===== config.mk =====
export PLATFORM = sky130hd
export DESIGN_NAME = seven_segment_capture
export DESIGN_NICKNAME = d
export VERILOG_FILES = /design/src/rtl/seven_segment_capture_pkg.sv /design/src/rtl/seven_segment_pattern_decode.sv /design/src/rtl/seven_segment_capture.sv
export SDC_FILE = /design/constraint.sdc
export NUM_CORES = 1
export LEC_CHECK = 0
export BUFFER_PORTS_ARGS = -buffer_cell sky130_fd_sc_hd__buf_2
export CORE_MARGIN = 2
export CORE_UTILIZATION = 30
export CTS_CLUSTER_DIAMETER = 40
export DETAILED_ROUTE_END_ITERATION = 8
export GPL_TIMING_DRIVEN = 1
export HOLD_SLACK_MARGIN = 0.12
export PLACE_DENSITY = 0.45
export SYNTH_ARGS = -nofsm -noshare
export SYNTH_HDL_FRONTEND = slang
export SYNTH_SLANG_ARGS = --single-unit
export TNS_END_PERCENT = 30

===== constraint.sdc =====
create_clock -name CLOCK_50 -period 7.9 [get_ports CLOCK_50]
set_clock_uncertainty 0.2 [all_clocks]
set_input_delay 1.58 -clock CLOCK_50 [delete_from_list [all_inputs] [get_ports CLOCK_50]]
set_output_delay 1.58 -clock CLOCK_50 [all_outputs]
set_load 0.02 [all_outputs]

===== src/rtl/seven_segment_capture_pkg.sv =====
// Shared constants for the seven-segment capture block: active-low segment
// patterns ({g..a}) matching the display encoder, and capture FSM state codes.
package seven_segment_capture_pkg;

  localparam logic [6:0] SEG_0     = 7'h40;
  localparam logic [6:0] SEG_1     = 7'h79;
  localparam logic [6:0] SEG_2     = 7'h24;
  localparam logic [6:0] SEG_3     = 7'h30;
  localparam logic [6:0] SEG_4     = 7'h19;
  localparam logic [6:0] SEG_5     = 7'h12;
  localparam logic [6:0] SEG_6     = 7'h02;
  localparam logic [6:0] SEG_7     = 7'h78;
  localparam logic [6:0] SEG_8     = 7'h00;
  localparam logic [6:0] SEG_9     = 7'h10;
  localparam logic [6:0] SEG_A     = 7'h08;
  localparam logic [6:0] SEG_B     = 7'h03;
  localparam logic [6:0] SEG_C     = 7'h46;
  localparam logic [6:0] SEG_D     = 7'h21;
  localparam logic [6:0] SEG_E     = 7'h06;
  localparam logic [6:0] SEG_F     = 7'h0E;
  localparam logic [6:0] SEG_BLANK = 7'h7F;

  localparam logic [1:0] IDLE    = 2'd0;
  localparam logic [1:0] SETTLE  = 2'd1;
  localparam logic [1:0] CAPTURE = 2'd2;
  localparam logic [1:0] HOLD    = 2'd3;

endpackage


===== src/rtl/seven_segment_pattern_decode.sv =====
// Combinational inverse of the display encoder: 7-bit active-low pattern to
// hex nibble. Unknown patterns (including blank) decode to 0 and flag illegal.
module seven_segment_pattern_decode
  import seven_segment_capture_pkg::*;
(
  input  logic [6:0] pattern,
  output logic [3:0] nibble,
  output logic       illegal
);

  always_comb begin
    nibble  = 4'h0;
    illegal = 1'b0;
    case (pattern)
      SEG_0:   nibble = 4'h0;
      SEG_1:   nibble = 4'h1;
      SEG_2:   nibble = 4'h2;
      SEG_3:   nibble = 4'h3;
      SEG_4:   nibble = 4'h4;
      SEG_5:   nibble = 4'h5;
      SEG_6:   nibble = 4'h6;
      SEG_7:   nibble = 4'h7;
      SEG_8:   nibble = 4'h8;
      SEG_9:   nibble = 4'h9;
      SEG_A:   nibble = 4'hA;
      SEG_B:   nibble = 4'hB;
      SEG_C:   nibble = 4'hC;
      SEG_D:   nibble = 4'hD;
      SEG_E:   nibble = 4'hE;
      SEG_F:   nibble = 4'hF;
      default: illegal = 1'b1;
    endcase
  end

endmodule


===== src/rtl/seven_segment_capture.sv =====
// Receive side of the seven-segment interface: synchronizes the scanned bus,
// captures each settled digit into a slot, and publishes a word per full frame.
module seven_segment_capture
  import seven_segment_capture_pkg::*;
#(
  parameter int NUM_DIGITS    = 4,
  parameter int SETTLE_CYCLES = 4
) (
  input  logic                    CLOCK_50,
  input  logic                    RESET_N,
  input  logic [6:0]              SEG_IN,
  input  logic [NUM_DIGITS-1:0]   DIG_SEL,
  output logic [4*NUM_DIGITS-1:0] VALUE,
  output logic                    VALUE_VALID,
  output logic [NUM_DIGITS-1:0]   DIGIT_ERR,
  output logic [1:0]              dbg_state
);

  localparam int CW = $clog2(SETTLE_CYCLES + 1);
  // The first cycle of a new one-hot select already counts as one stable cycle.
  localparam logic [1:0] FIRST_STATE = (SETTLE_CYCLES <= 1) ? CAPTURE : SETTLE;

  logic [6:0]              seg_s1, seg_s2, seg_prev;
  logic [NUM_DIGITS-1:0]   sel_s1, sel_s2, sel_prev, cap_sel;
  logic [1:0]              state, state_nx;
  logic [CW-1:0]           cnt, cnt_nx;
  logic [4*NUM_DIGITS-1:0] slot_val;
  logic [NUM_DIGITS-1:0]   slot_err, seen, cap_mask;
  logic [3:0]              dec_nibble;
  logic                    dec_illegal, sel_onehot, stable, publish;

  seven_segment_pattern_decode u_decode (
    .pattern (seg_prev),
    .nibble  (dec_nibble),
    .illegal (dec_illegal)
  );

  always_ff @(posedge CLOCK_50 or negedge RESET_N) begin
    if (!RESET_N) begin
      seg_s1   <= SEG_BLANK;
      seg_s2   <= SEG_BLANK;
      seg_prev <= SEG_BLANK;
      sel_s1   <= '0;
      sel_s2   <= '0;
      sel_prev <= '0;
    end else begin
      seg_s1   <= SEG_IN;
      seg_s2   <= seg_s1;
      seg_prev <= seg_s2;
      sel_s1   <= DIG_SEL;
      sel_s2   <= sel_s1;
      sel_prev <= sel_s2;
    end
  end

  assign sel_onehot = $onehot(sel_s2);
  assign stable     = (sel_s2 == sel_prev) && (seg_s2 == seg_prev);
  assign publish    = &seen;
  // In CAPTURE the validated pattern/select are one cycle old (seg_prev/sel_prev).
  assign cap_mask   = (state == CAPTURE) ? sel_prev : '0;
  assign dbg_state  = state;

  always_comb begin
    state_nx = state;
    cnt_nx   = cnt;
    case (state)
      IDLE: begin
        if (sel_onehot) begin
          state_nx = FIRST_STATE;
          cnt_nx   = CW'(1);
        end
      end
      SETTLE: begin
        if (!stable) begin
          state_nx = sel_onehot ? FIRST_STATE : IDLE;
          cnt_nx   = CW'(1);
        end else if (cnt == CW'(SETTLE_CYCLES - 1)) begin
          state_nx = CAPTURE;
        end else begin
          cnt_nx = cnt + CW'(1);
        end
      end
      CAPTURE: begin
        state_nx = HOLD;
        if (sel_s2 != sel_prev) begin
          state_nx = sel_onehot ? FIRST_STATE : IDLE;
          cnt_nx   = CW'(1);
        end
      end
      default: begin
        if (sel_s2 != cap_sel) begin
          state_nx = sel_onehot ? FIRST_STATE : IDLE;
          cnt_nx   = CW'(1);
        end
      end
    endcase
  end

  always_ff @(posedge CLOCK_50 or negedge RESET_N) begin
    if (!RESET_N) begin
      state   <= IDLE;
      cnt     <= '0;
      cap_sel <= '0;
    end else begin
      state <= state_nx;
      cnt   <= cnt_nx;
      if (state == CAPTURE) cap_sel <= sel_prev;
    end
  end

  always_ff @(posedge CLOCK_50 or negedge RESET_N) begin
    if (!RESET_N) begin
      slot_val    <= '0;
      slot_err    <= '0;
      seen        <= '0;
      VALUE       <= '0;
      DIGIT_ERR   <= '0;
      VALUE_VALID <= 1'b0;
    end else begin
      for (int i = 0; i < NUM_DIGITS; i++) begin
        if (cap_mask[i]) begin
          slot_val[4*i +: 4] <= dec_nibble;
          slot_err[i]        <= dec_illegal;
        end
      end
      seen        <= (publish ? '0 : seen) | cap_mask;
      VALUE_VALID <= publish;
      if (publish) begin
        VALUE     <= slot_val;
        DIGIT_ERR <= slot_err;
      end
    end
  end

endmodule

==> flow_metrics.env <==
export IMPL_synthAdderAreaFrac_pct=2.02
export IMPL_grt_pass1_vias=2267
export IMPL_final_layout_size_suffix_gt1_share_pct=22.6
export IMPL_cts_tree="done"
export IMPL_end_kind="flop"
export IMPL_grt_pass1_wl_mm=11.6
export IMPL_worstSetupPathType="reg2reg"
export IMPL_postCtsSetupRepairBufs=0
export IMPL_period_share_pct=37.0
export IMPL_place_hpwl_mm=4.53
export IMPL_cp_start_kind="flop"
export IMPL_synth_top_family_by_area="simple AND/OR/NAND/NOR gates"
export IMPL_nets=371
export IMPL_synthFlopType="dfrtp_1"
export IMPL_cts_max_level=3
export IMPL_synth_most_common_cell="nand2_1"
export IMPL_worstMarginPinSlew_ns=0.897
export IMPL_seq_power_share_pct=45.6
export IMPL_yosysTopAreaCellShare_pct=47.7
export IMPL_r2r_start="sel_s2[0]$_DFF_PN0_"
export IMPL_yosysWarnings=0
export IMPL_antenna_left=0
export IMPL_synth_nets=338
export IMPL_root_buffer="clkbuf_16"
export IMPL_powerDensity_mw_per_mm2=328
export IMPL_clock_latency_ns=0.33
export IMPL_io_buffers=35
export IMPL_reg2reg_slack_ns=4.98
export IMPL_core_area_mm2=0.0114
export IMPL_power_frac_clock_pct=34.0
export IMPL_synthXorXnorAreaFrac_pct=4.15
export IMPL_hold_class="reg2reg"
export IMPL_fillers=1151
export IMPL_path_clk_slew_ns=0.06
export IMPL_cts_sinks=87
export IMPL_hold_viol_final=0
export IMPL_timing_fmax_ghz=0.342
export IMPL_diodes=0
export IMPL_drt_first_iter_violations=128
export IMPL_whs_ns=0.151
export IMPL_yosys_area_share_simple_pct=18.2
export IMPL_die_x_um=111
export IMPL_synthArstFlopShare_pct=100
export IMPL_min_from="sel_s1[2]$_DFF_PN0_"
export IMPL_p_sw_share_pct=30.5
export IMPL_synth_seq_cells=87
export IMPL_setup_ws_ns=4.98
export IMPL_antenna_found_initial=0
export IMPL_pwr_share_comb_pct=20.4
export IMPL_fp_row_count=39
export IMPL_wl_mm=6.67
export IMPL_cap_violations=0
export IMPL_synth_cell_types=46
export IMPL_yosysSeqAreaShare_pct=63.6
export IMPL_critical_path_peak_fanout=4
export IMPL_place_ws_ns=5.02
export IMPL_syn_area_mm2=0.00347
export IMPL_fp_dieH_um=111
export IMPL_ios=36
export IMPL_die_area_mm2=0.0124
export IMPL_syn_inst=320
export IMPL_p_total_mw=1.34
export IMPL_synthTopCellsByCount="102 x nand2_1, 66 x dfrtp_1, 23 x o21ai_0"
export IMPL_synth_compound_area_share_pct=8.38
export IMPL_final_core_util_pct=36.1
export IMPL_syn_to_final_growth_pct=18.3
export IMPL_cts_resized=0
export IMPL_muxShareOfSynthArea_pct=0.578
export IMPL_cts_max_path_buffers=2
export IMPL_synth_edf_count=0
export IMPL_p_sw_uw=410
export IMPL_first_pass_iters=4
export IMPL_synth_top_area_cell="dfrtp_1"
export IMPL_grt_overflow=0
export IMPL_vias=2266
export IMPL_startpoint="sel_s2[0]$_DFF_PN0_"
export IMPL_p_leak_nw=1.97
export IMPL_cp_arrival_ns=2.94
export IMPL_cts_hold_repair_buffers=0
export IMPL_max_vdd_ir_drop_mv=0.127
export IMPL_start_util_pct=30.5
export IMPL_synth_area_top_cells="dfrtp_1 48%, dfstp_2 16%, nand2_1 11%"
export IMPL_wire_per_inst_um=13.3
export IMPL_status="completed"
export IMPL_viasPerCell=4.52
export IMPL_syn_avg_cell_area_um2=10.8
export IMPL_layout_min_cycle_time_ns=2.92
export IMPL_maxSlewViolCount=0
export IMPL_rsz0062_at_grt="false"
export IMPL_grtUsageTotal_pct=11.6
export IMPL_drc_errors=0
export IMPL_cp_required_ns=7.92
export IMPL_cts_buffers=9
export IMPL_intPower_uw=933
export IMPL_setup_viol=0
export IMPL_relSlewSlack_pct=38.7
export IMPL_fin_setup_tns_ns=0
export IMPL_grt_start_max_net_pins=57
export IMPL_place_congestion=0.740
## cell families (layout without fill, tap and decap cells)
family                   after synthesis  after routing
AO/OA/AOI/OAI                         46             46
multiplexers                           2              2
XOR/XNOR                              13             13
adder cells (fa/ha/maj)                5              5
flip-flops                            87             87
buffers and inverters                 27             65
AND/OR/NAND/NOR                      140            140
## path summary, 6_finish.rpt
path / endpoint / cells after the start
worst min-delay path: sel_s2[2]$_DFF_PN0_ / 0
worst min register to register: sel_s2[2]$_DFF_PN0_ / 0
worst max-delay path: cnt[1]$_DFFE_PN0P_ / 10
max in group asynchronous: sel_s1[0]$_DFF_PN0_ / 2
min in group asynchronous: slot_val[7]$_DFFE_PN0P_ / 1
worst max register to register: cnt[1]$_DFFE_PN0P_ / 10
## per-layer routing
| metal | global-route usage [%] | wire length, um | part of all wire (%) | vias up |
|---|---|---|---|---|
| met5 | 0 | 0 | 0 | - |
| met4 | 5.19 | 118 | 1.8 | 0 |
| met3 | 2.89 | 216 | 3.2 | 10 |
| met2 | 16.7 | 2930 | 44 | 37 |
| met1 | 16.6 | 3410 | 51 | 1096 |
| li1 | - | - | - | 1123 |
## placed cells by master, fill, tap and decap left out, types with 4 or more instances in the layout
cell type / synthesis / layout
inv_1: 12 / 12
ha_1: 4 / 4
dfstp_2: 21 / 21
nand2_1: 102 / 102
o21ai_0: 23 / 23
a21oi_1: 7 / 7
dfrtp_1: 66 / 66
clkbuf_16: 0 / 9
nor2b_1: 5 / 5
nor2_1: 5 / 5
xnor2_2: 4 / 4
nor3_1: 6 / 6
buf_2: 5 / 34
xnor2_1: 8 / 8
## power by group through the flow
stage                     logic [mW]  registers [mW]  clock network [mW]
after floorplan                0.147           0.654                   0
after global placement         0.277           0.620                   0
after detailed placement       0.281           0.622                   0
after CTS                      0.281           0.615               0.472
after global routing           0.312           0.628               0.496
final                          0.273           0.613               0.457
## area by class of cell
type | count | area, um^2 | area share, %
inverter | 12 | 45.0 | 1.10
tap | 143 | 179 | 4.37
clock buffer | 11 | 243 | 5.92
multi-input combinational | 206 | 1150 | 28.2
timing repair buffer | 37 | 193 | 4.70
clock inverter | 5 | 81.3 | 1.98
sequential | 87 | 2200 | 53.8
## sequential cells by signal, indices dropped and copies added (netlist names)
name and count:
sel_s2 4, seen 4, slot_val 16, VALUE_VALID 1, dbg_state 2, cnt 3
seg_prev 7, sel_s1 4, seg_s2 7, seg_s1 7, slot_err 4, DIGIT_ERR 4
sel_prev 4, cap_sel 4, VALUE 16
## stage by stage
step	area (um^2)	cells
floorplan	3470	320
global placement	3770	485
detailed placement	3770	485
CTS	4100	501
global route	4100	501
finish	4100	501
## worst max-delay path, stage by stage (launching register included)
cell and delay [ns]:
dfrtp_1 0.43, inv_1 0.10, fa_1 0.55, inv_1 0.05
ha_1 0.17, ha_1 0.26, nor3b_1 0.32, nor3_1 0.10
a31oi_1 0.25, o221ai_2 0.18, a22o_1 0.21
Note: power is estimated with default switching activity, not from simulation.
